<file path="src/rtl/basket_controller.sv">
// basket_controller: shopping-basket slot store with add/merge, remove-with-compaction, clear and readout
// Ports: CLOCK_50 / RESET_N clock and asynchronous active-low reset;
//   Enable / Cancel / Clear one-cycle add, remove and empty requests;
//   ProductID (product on Enable, slot index on Cancel), ProductQuantity (amount to add);
//   RdIndex -> RdProductID / RdQuantity / RdValid registered slot readout;
//   BasketProductNum occupied slots, Busy (operation in flight), Full, Error (one-cycle reject pulse).
module basket_controller #(
    parameter int DEPTH        = 8,
    parameter int NUM_PRODUCTS = 12,
    parameter int QTY_MAX      = 15
) (
    input  logic       CLOCK_50,
    input  logic       RESET_N,
    input  logic       Enable,
    input  logic       Cancel,
    input  logic       Clear,
    input  logic [3:0] ProductID,
    input  logic [3:0] ProductQuantity,
    input  logic [3:0] RdIndex,
    output logic [3:0] RdProductID,
    output logic [3:0] RdQuantity,
    output logic       RdValid,
    output logic [3:0] BasketProductNum,
    output logic       Busy,
    output logic       Full,
    output logic       Error
);
    typedef enum logic [1:0] {IDLE, SEARCH, SHIFT} state_t;
    localparam logic [3:0] DP = 4'(DEPTH);
    localparam logic [4:0] NP = 5'(NUM_PRODUCTS);
    localparam logic [4:0] QM = 5'(QTY_MAX);
    state_t state, state_d;
    // Arrays span the full 4-bit index range so any ptr/RdIndex is a legal index;
    // entries at or above DEPTH are never written and stay zero.
    logic [3:0] slot_id [16];
    logic [3:0] slot_qty [16];
    logic [3:0] ptr, lat_id, lat_qty;
    logic [4:0] sum;
    logic       hit, at_end, req_ok, cancel_ok, last;
    assign at_end    = ptr == BasketProductNum;
    assign hit       = slot_id[ptr] == lat_id;
    assign last      = ptr == BasketProductNum - 4'd1;
    assign req_ok    = ProductQuantity != 4'd0 && {1'b0, ProductID} < NP;
    assign cancel_ok = ProductID < BasketProductNum;
    assign sum       = {1'b0, slot_qty[ptr]} + {1'b0, lat_qty};
    assign Full      = BasketProductNum == DP;
    always_ff @(posedge CLOCK_50 or negedge RESET_N)
        if (!RESET_N) state <= IDLE;
        else          state <= state_d;
    // at_end is tested before hit: the empty slot at index count holds ID 0 and must not match
    always_comb begin
        state_d = state;
        if (Clear)                state_d = IDLE;
        else if (state == IDLE)   state_d = Cancel ? (cancel_ok ? SHIFT : IDLE) : (Enable && req_ok) ? SEARCH : IDLE;
        else if (state == SEARCH) state_d = (at_end || hit) ? IDLE : SEARCH;
        else                      state_d = last ? IDLE : SHIFT;
    end
    always_comb Busy = state != IDLE;
    always_ff @(posedge CLOCK_50 or negedge RESET_N) begin
        if (!RESET_N) begin
            for (int i = 0; i < 16; i++) begin
                slot_id[i]  <= '0;
                slot_qty[i] <= '0;
            end
            BasketProductNum <= '0;
            ptr              <= '0;
            lat_id           <= '0;
            lat_qty          <= '0;
            Error            <= 1'b0;
        end else if (Clear) begin
            for (int i = 0; i < 16; i++) begin
                slot_id[i]  <= '0;
                slot_qty[i] <= '0;
            end
            BasketProductNum <= '0;
            ptr              <= '0;
            Error            <= 1'b0;
        end else if (state == IDLE) begin
            // Cancel wins over a simultaneous Enable, which is dropped and flagged
            Error <= Cancel ? (Enable || !cancel_ok) : (Enable && !req_ok);
            if (Cancel)
                ptr <= ProductID;
            else if (Enable) begin
                ptr     <= '0;
                lat_id  <= ProductID;
                lat_qty <= ProductQuantity;
            end
        end else if (state == SEARCH) begin
            Error <= Enable || Cancel || (at_end && Full);
            if (at_end) begin
                if (!Full) begin
                    slot_id[ptr]     <= lat_id;
                    slot_qty[ptr]    <= lat_qty;
                    BasketProductNum <= BasketProductNum + 4'd1;
                end
            end else if (hit)
                slot_qty[ptr] <= sum > QM ? QM[3:0] : sum[3:0];
            else
                ptr <= ptr + 4'd1;
        end else begin
            Error <= Enable || Cancel;
            // compaction: pull each later slot down one place, then clear the vacated tail
            if (last) begin
                slot_id[ptr]     <= '0;
                slot_qty[ptr]    <= '0;
                BasketProductNum <= BasketProductNum - 4'd1;
            end else begin
                slot_id[ptr]  <= slot_id[ptr + 4'd1];
                slot_qty[ptr] <= slot_qty[ptr + 4'd1];
                ptr           <= ptr + 4'd1;
            end
        end
    end
    always_ff @(posedge CLOCK_50 or negedge RESET_N)
        if (!RESET_N) begin
            RdValid     <= 1'b0;
            RdProductID <= '0;
            RdQuantity  <= '0;
        end else begin
            RdValid     <= RdIndex < BasketProductNum;
            RdProductID <= RdIndex < BasketProductNum ? slot_id[RdIndex] : '0;
            RdQuantity  <= RdIndex < BasketProductNum ? slot_qty[RdIndex] : '0;
        end
endmodule

</file>
<file path="config.mk">
export PLATFORM = sky130hd
export DESIGN_NAME = basket_controller
export DESIGN_NICKNAME = d
export VERILOG_FILES = /design/src/rtl/basket_controller.sv
export SDC_FILE = /design/constraint.sdc
export NUM_CORES = 1
export LEC_CHECK = 0
export CORE_UTILIZATION = 60
export CTS_BUF_LIST = sky130_fd_sc_hd__clkbuf_4 sky130_fd_sc_hd__clkbuf_8
export DETAILED_ROUTE_END_ITERATION = 10
export PLACE_DENSITY = 0.84
export SKIP_CTS_REPAIR_TIMING = 1
export SLEW_MARGIN = 25
export SYNTH_ARGS = -nofsm -noshare
export SYNTH_HDL_FRONTEND = slang
export SYNTH_SLANG_ARGS = --single-unit
</file>
<file path="constraint.sdc">
create_clock -name CLOCK_50 -period 7.8 [get_ports CLOCK_50]
set_input_delay 0.78 -clock CLOCK_50 [delete_from_list [all_inputs] [get_ports CLOCK_50]]
set_output_delay 0.78 -clock CLOCK_50 [all_outputs]
set_load 0.02 [all_outputs]
</file>
==> impl_metrics.py, run 1 <==
metrics = {
    "grt": {
        "grt_pass1_wl_um": 52430,
        "grt_max_degree": 86,
        "grt_use_total_pct": 35.72,
        "grt_pass1_vias": 9249,
        "grt_overflow": 0,
        "antenna_found_initial": 0,
    },
    "timing": {
        "fmax_mhz": 215.5,
        "drv_slew": 0,
        "worst_pin_slew_ns": 1.051,
        "skew_ns": 0.01403,
        "period_minus_slack_ns": 4.640,
        "hold_slack_ns": 0.3163,
        "min_period_over_period_pct": 59.49,
        "hold_violations": 0,
        "setup_viol": 0,
        "fin_tns_setup_ns": 0,
        "rsz0062_at_grt": "false",
        "slew_headroom_pct": 29.04,
    },
    "logic_synthesis": {
        "synthDominantCellAreaShare_pct": 34.47,
        "syn_area_um2": 11330,
        "synth_cell_type_count": 56,
        "synth_area_per_cell_um2": 10.86,
        "synth_top_flop_cell": "dfrtp_1",
        "yosysTopAreaCell": "dfrtp_1",
        "async_flop_share_pct": 100.0,
        "synth_nets": 1077,
        "synth_edf_count": 0,
        "yosysWarnings": 0,
        "seq_area_frac_synth_pct": 34.47,
        "synthCells": 1043,
        "ys_ff_latch": 156,
        "synth.area.top_cells": "dfrtp_1 34%, mux4_2 22%, mux2i_1 7.4%",
    },
    "final_layout": {
        "regArea_um2": 3909,
        "synthToLayoutAreaGrowth_pct": 6.342,
        "antennaDiodeCount": 0,
        "layout_commonest_cell": "dfrtp_1",
        "layout_common_cells": "154 x dfrtp_1, 109 x mux4_2, 89 x nor2_1",
        "drive_above_1_share_pct": 19.38,
        "layout.nets": 1048,
        "nFillCells": 1279,
        "multiInputGateArea_um2": 6995,
    },
    "drt": {
        "first_pass_iters": 6,
        "vias_per_cell": 7.596,
        "post-route-drc-count": 0,
        "routed_wl_um": 33290,
        "vias": 9540,
        "drt_iter0_drc": 1596,
        "wl_per_cell_um": 26.51,
        "antenna_left": 0,
    },
    "power_and_ir_drop": {
        "peakVddDrop_mv": 0.09207,
        "p_int_mw": 1.272,
        "seqPwrFrac_pct": 45.6,
        "clkPwrFrac_pct": 31.1,
        "p_leak_nw": 4.736,
        "netSwitchingFraction_pct": 35.84,
        "power_mw": 1.983,
        "p_comb_share_pct": 23.3,
        "p_sw_uw": 710.5,
        "power.density_nw_per_um2": 164.6,
    },
    "floorplanning": {
        "die_h_um": 139.4,
        "start_util_pct": 62.20,
        "die_area_um2": 19430,
        "die_x_um": 139.4,
        "pin_count": 33,
        "num_rows": 49,
        "core_um2": 18210,
    },
    "run_status": {
        "status": "completed",
    },
    "placement": {
        "place.gp.congestion": 0.9478,
        "place_hpwl_um": 22200,
        "io_buffers": 32,
    },
    "clock_tree": {
        "htreeDepth": 4,
        "clockBufferDepth": 2,
        "clock_latency_ns": 0.49,
        "cts_tree": "yes",
        "clkTransAtPathRegs_ns": 0.10,
        "cts_sinks": 156,
        "clockRootBuffer": "clkbuf_8",
        "numCtsBuffers": 17,
    },
    "worst_setup_path": {
        "crit_type": "reg2reg",
        "critical_path_arrival_ns": 4.98,
        "worst_setup_path_end_kind": "flip-flop",
        "critPathMaxFanout": 36,
        "crit_required_ns": 8.14,
        "start_kind": "flip-flop",
    },
    "hold_path": {
        "hold_path_class": "in2async",
    },
    "flow_run": {
        "maxCapViolCount": 0,
    },
}
==> flip-flops by register name, indices dropped and copies added, names as in the netlist <==
register          count
slot_id              64
ptr                   4
RdValid               1
state                 2
Error                 1
lat_qty               4
lat_id                4
RdQuantity            4
BasketProductNum      4
slot_qty             64
RdProductID           4
==> critical path, cell delays in order, from the launching register on <==
cell	delay (ns)
dfrtp_4	0.79
buf_4	0.54
mux4_2	0.57
mux4_2	0.48
ha_1	0.23
fa_1	0.44
a21o_1	0.17
a21oi_1	0.14
nand2_1	0.13
o221ai_1	0.23
a21o_1	0.55
mux2i_1	0.18
==> metal layers <==
metal | wire length [um] | vias up | share of wire [%] | track usage, %
met5 | 0 | - | 0 | 0
met4 | 1932 | 0 | 5.8 | 20.12
met3 | 5111 | 182 | 15 | 11.87
met2 | 14670 | 869 | 44 | 52.71
met1 | 11580 | 4581 | 35 | 46.51
li1 | - | 3908 | - | -
==> path summary, 6_finish.rpt <==
check                                 start      endpoint  slack, ns  cells after the start
worst min-delay path                RESET_N  slot_qty[22]       0.32                      1
worst max-delay path                 ptr[0]  slot_qty[30]       3.16                     11
worst max register to register       ptr[0]  slot_qty[30]       3.16                     11
max in group asynchronous           RESET_N    slot_id[0]       6.02                      2
worst min register to register  slot_id[50]   slot_id[50]       0.59                      2
min in group CLOCK_50           slot_id[50]   slot_id[50]       0.59                      2
==> metrics by stage <==
step / instances / setup slack [ns] / util, % / area (um2)
floorplan: 1043 / 2.830 / - / 11330
global placement: 1224 / 3.381 / 64.02 / 11660
detailed placement: 1224 / 3.206 / 64.05 / 11660
CTS: 1256 / 3.190 / 66.14 / 12040
global route: 1256 / 2.924 / 66.14 / 12040
finish: 1256 / 3.160 / 66.14 / 12040
==> power by group through the flow <==
stage	logic (mW)	registers, mW	clock network [mW]
after floorplan	0.370	0.861	0
after global placement	0.443	0.913	0
after detailed placement	0.451	0.915	0
after CTS	0.453	0.900	0.612
after global routing	0.488	0.907	0.644
final	0.463	0.904	0.616
==> cell families (layout without fill, tap and decap cells) <==
| kind of cell | Yosys count | after routing | share of synthesized area [%] |
|---|---|---|---|
| and+or+nand+nor | 313 | 313 | 13.49 |
| AOI/OAI and AO/OA | 230 | 230 | 14.45 |
| muxes | 204 | 204 | 30.19 |
| DFF | 156 | 156 | 34.47 |
| buffers and inverters | 106 | 90 | 4.021 |
| adders and majority gates | 17 | 17 | 1.944 |
| xor gates and xnor gates | 17 | 17 | 1.436 |
==> final cells by class <==
cell class / count / share of cell area, %
Multi-Input combinational cell: 781 / 58.08
Sequential cell: 156 / 32.45
Timing Repair Buffer: 48 / 3.605
Tap cell: 229 / 2.379
Clock buffer: 18 / 2.057
Clock inverter: 14 / 1.112
Inverter: 10 / 0.3117
==> synthesized netlist by cell type, types with 2 or more instances <==
library cell  count
buf_6             2
a41oi_2           3
or2_2             4
a311oi_1         10
o21a_1            2
a221o_1           2
nand3_1          46
buf_1             6
nand4_1           2
nand2b_1         68
and2_1            9
o211ai_1          4
a21o_1            8
a31oi_2           7
or3_1             2
a22oi_1          39
a211oi_1         37
mux4_2          109
dfrtp_1         156
a21oi_1          35
xnor2_1          11
o21ai_4           3
and3_1            5
clkbuf_1         68
xor2_1            5
mux2i_1          84
a41oi_1           3
o22ai_1           3
and2_0            2
a31oi_1           6
nor3_1            6
o2bb2ai_1         5
nand3b_1          4
buf_4             7
nor2_1           90
a32oi_1           3
buf_2            13
nor2b_1          12
inv_1            10
nand2_1          61
mux2_2           10
ha_1             16
a221oi_1          2
o21ai_0          51
Note: power is estimated with default switching activity, not from simulation.
==> run 2: changes to the inputs <==
==> constraint.sdc (replaced) <==
create_clock -name CLOCK_50 -period 4.6 [get_ports CLOCK_50]
set_input_delay 0.46 -clock CLOCK_50 [delete_from_list [all_inputs] [get_ports CLOCK_50]]
set_output_delay 0.46 -clock CLOCK_50 [all_outputs]
set_load 0.02 [all_outputs]
==> impl_metrics.py, run 2 (synthesis results as in run 1) <==
metrics = {
    "run_status": {
        "status": "finished, violations left",
        "failed_checks": "hold timing",
    },
    "timing": {
        "fin_tns_setup_ns": 0,
        "hold_slack_ns": -0.01254,
        "slew_headroom_pct": 31.50,
        "worst_pin_slew_ns": 1.020,
        "hold_violations": 3,
        "drv_slew": 0,
        "setup_viol": 0,
        "period_minus_slack_ns": 3.966,
        "fmax_mhz": 252.2,
        "min_period_over_period_pct": 86.21,
        "skew_ns": 0.01096,
        "rsz0062_at_grt": "false",
    },
    "hold_path": {
        "hold_path_class": "in2async",
    },
    "flow_run": {
        "maxCapViolCount": 0,
    },
    "drt": {
        "first_pass_iters": 7,
        "vias_per_cell": 7.468,
        "routed_wl_um": 32490,
        "wl_per_cell_um": 25.66,
        "post-route-drc-count": 0,
        "vias": 9455,
        "drt_iter0_drc": 1587,
        "antenna_left": 0,
    },
    "floorplanning": {
        "num_rows": 49,
        "core_um2": 18210,
        "die_h_um": 139.4,
        "pin_count": 33,
        "die_x_um": 139.4,
        "start_util_pct": 62.20,
        "die_area_um2": 19430,
    },
    "grt": {
        "antenna_found_initial": 1,
        "grt_use_total_pct": 34.79,
        "grt_max_degree": 83,
        "grt_pass1_vias": 9026,
        "grt_pass1_wl_um": 51230,
        "grt_overflow": 0,
    },
    "final_layout": {
        "synthToLayoutAreaGrowth_pct": 7.280,
        "top_regs": "slot_id (64), slot_qty (64)",
        "final_core_util_pct": 66.73,
        "final_area_um2": 12150,
        "layout_commonest_cell": "dfrtp_1",
        "drive_above_1_share_pct": 20.08,
        "layout_common_cells": "154 x dfrtp_1, 109 x mux4_2, 89 x nor2_1",
        "layout.nets": 1057,
    },
    "power_and_ir_drop": {
        "peakVddDrop_mv": 0.1522,
        "p_leak_nw": 4.791,
        "power.density_nw_per_um2": 277.4,
    },
    "worst_setup_path": {
        "critPathMaxFanout": 25,
        "crit_type": "reg2reg",
        "critical_path_arrival_ns": 4.29,
        "crit_required_ns": 4.93,
        "worst_setup_path_end_kind": "flip-flop",
        "start_kind": "flip-flop",
    },
    "clock_tree": {
        "clockBufferDepth": 2,
        "cts_tree": "yes",
        "clock_latency_ns": 0.48,
        "htreeDepth": 4,
        "cts_sinks": 156,
        "numCtsBuffers": 17,
        "clockRootBuffer": "clkbuf_8",
        "clkTransAtPathRegs_ns": 0.09,
    },
    "placement": {
        "place_hpwl_um": 22560,
        "place.gp.congestion": 0.9619,
        "io_buffers": 32,
        "place_area_um2": 11770,
    },
}
## run 2: critical path: stages, from the launching register on
cell and delay [ns]:
dfrtp_4 0.71, mux4_2 0.56, mux4_2 0.47, ha_1 0.23
fa_1 0.44, a21o_1 0.18, a21oi_1 0.14, nand2_1 0.12
o22ai_1 0.20, o2bb2ai_1 0.10, nand2b_1 0.47, mux2i_1 0.18
## run 2: power by group
part | switching (mW) | leakage, nW | internal, mW
Combinational | 0.496 | 2.45 | 0.326
Sequential | 0.120 | 2.15 | 1.40
Clock | 0.542 | 0.190 | 0.481
## run 2: metrics by stage
| stage | hold WS (ns) | setup slack (ns) | cells | power (mW) |
|---|---|---|---|---|
| 3_3_place_gp | 0.5221 | 0.7682 | 1233 | 2.333 |
| 5_1_grt | 0.04011 | 0.3994 | 1265 | 3.472 |
| 3_5_place_dp | 0.5289 | 0.6627 | 1233 | 2.351 |
| 6_report | -0.01254 | 0.6341 | 1266 | 3.370 |
| 4_1_cts | 0.005254 | 0.6388 | 1265 | 3.351 |
| 2_1_floorplan | 0.1644 | 0.04529 | 1043 | 2.091 |
## run 2: per-layer routing
layer | track usage, % | wire length, um | vias to the layer above
met1 | 46.53 | 11880 | 4571
li1 | - | - | 3927
met2 | 50.09 | 14020 | 802
met5 | 0 | 0 | -
met3 | 12.46 | 4987 | 155
met4 | 17.89 | 1607 | 0
## run 2: layout make-up
cell class | instances | area [um2]
diodes | 1 | 2.502
repair buffers | 57 | 539.3
fillers | 1253 | 6058
flip-flops and latches | 156 | 3909
multi-input cells | 781 | 6995
clock buffers | 23 | 291.5
well taps | 229 | 286.5
inverters | 10 | 37.54
clock inverters | 9 | 88.84
## run 2: path summary, 6_finish.rpt
kind / to / depth (start not counted) / startpoint / slack (ns)
worst max register to register: slot_qty[61] / 11 / ptr[0] / 0.63
worst max-delay path: slot_qty[61] / 11 / ptr[0] / 0.63
worst min register to register: slot_qty[49] / 2 / slot_qty[49] / 0.59
min in group CLOCK_50: slot_qty[49] / 2 / slot_qty[49] / 0.59
worst min-delay path: slot_qty[21] / 1 / RESET_N / -0.01
max in group asynchronous: slot_id[36] / 2 / RESET_N / 3.72
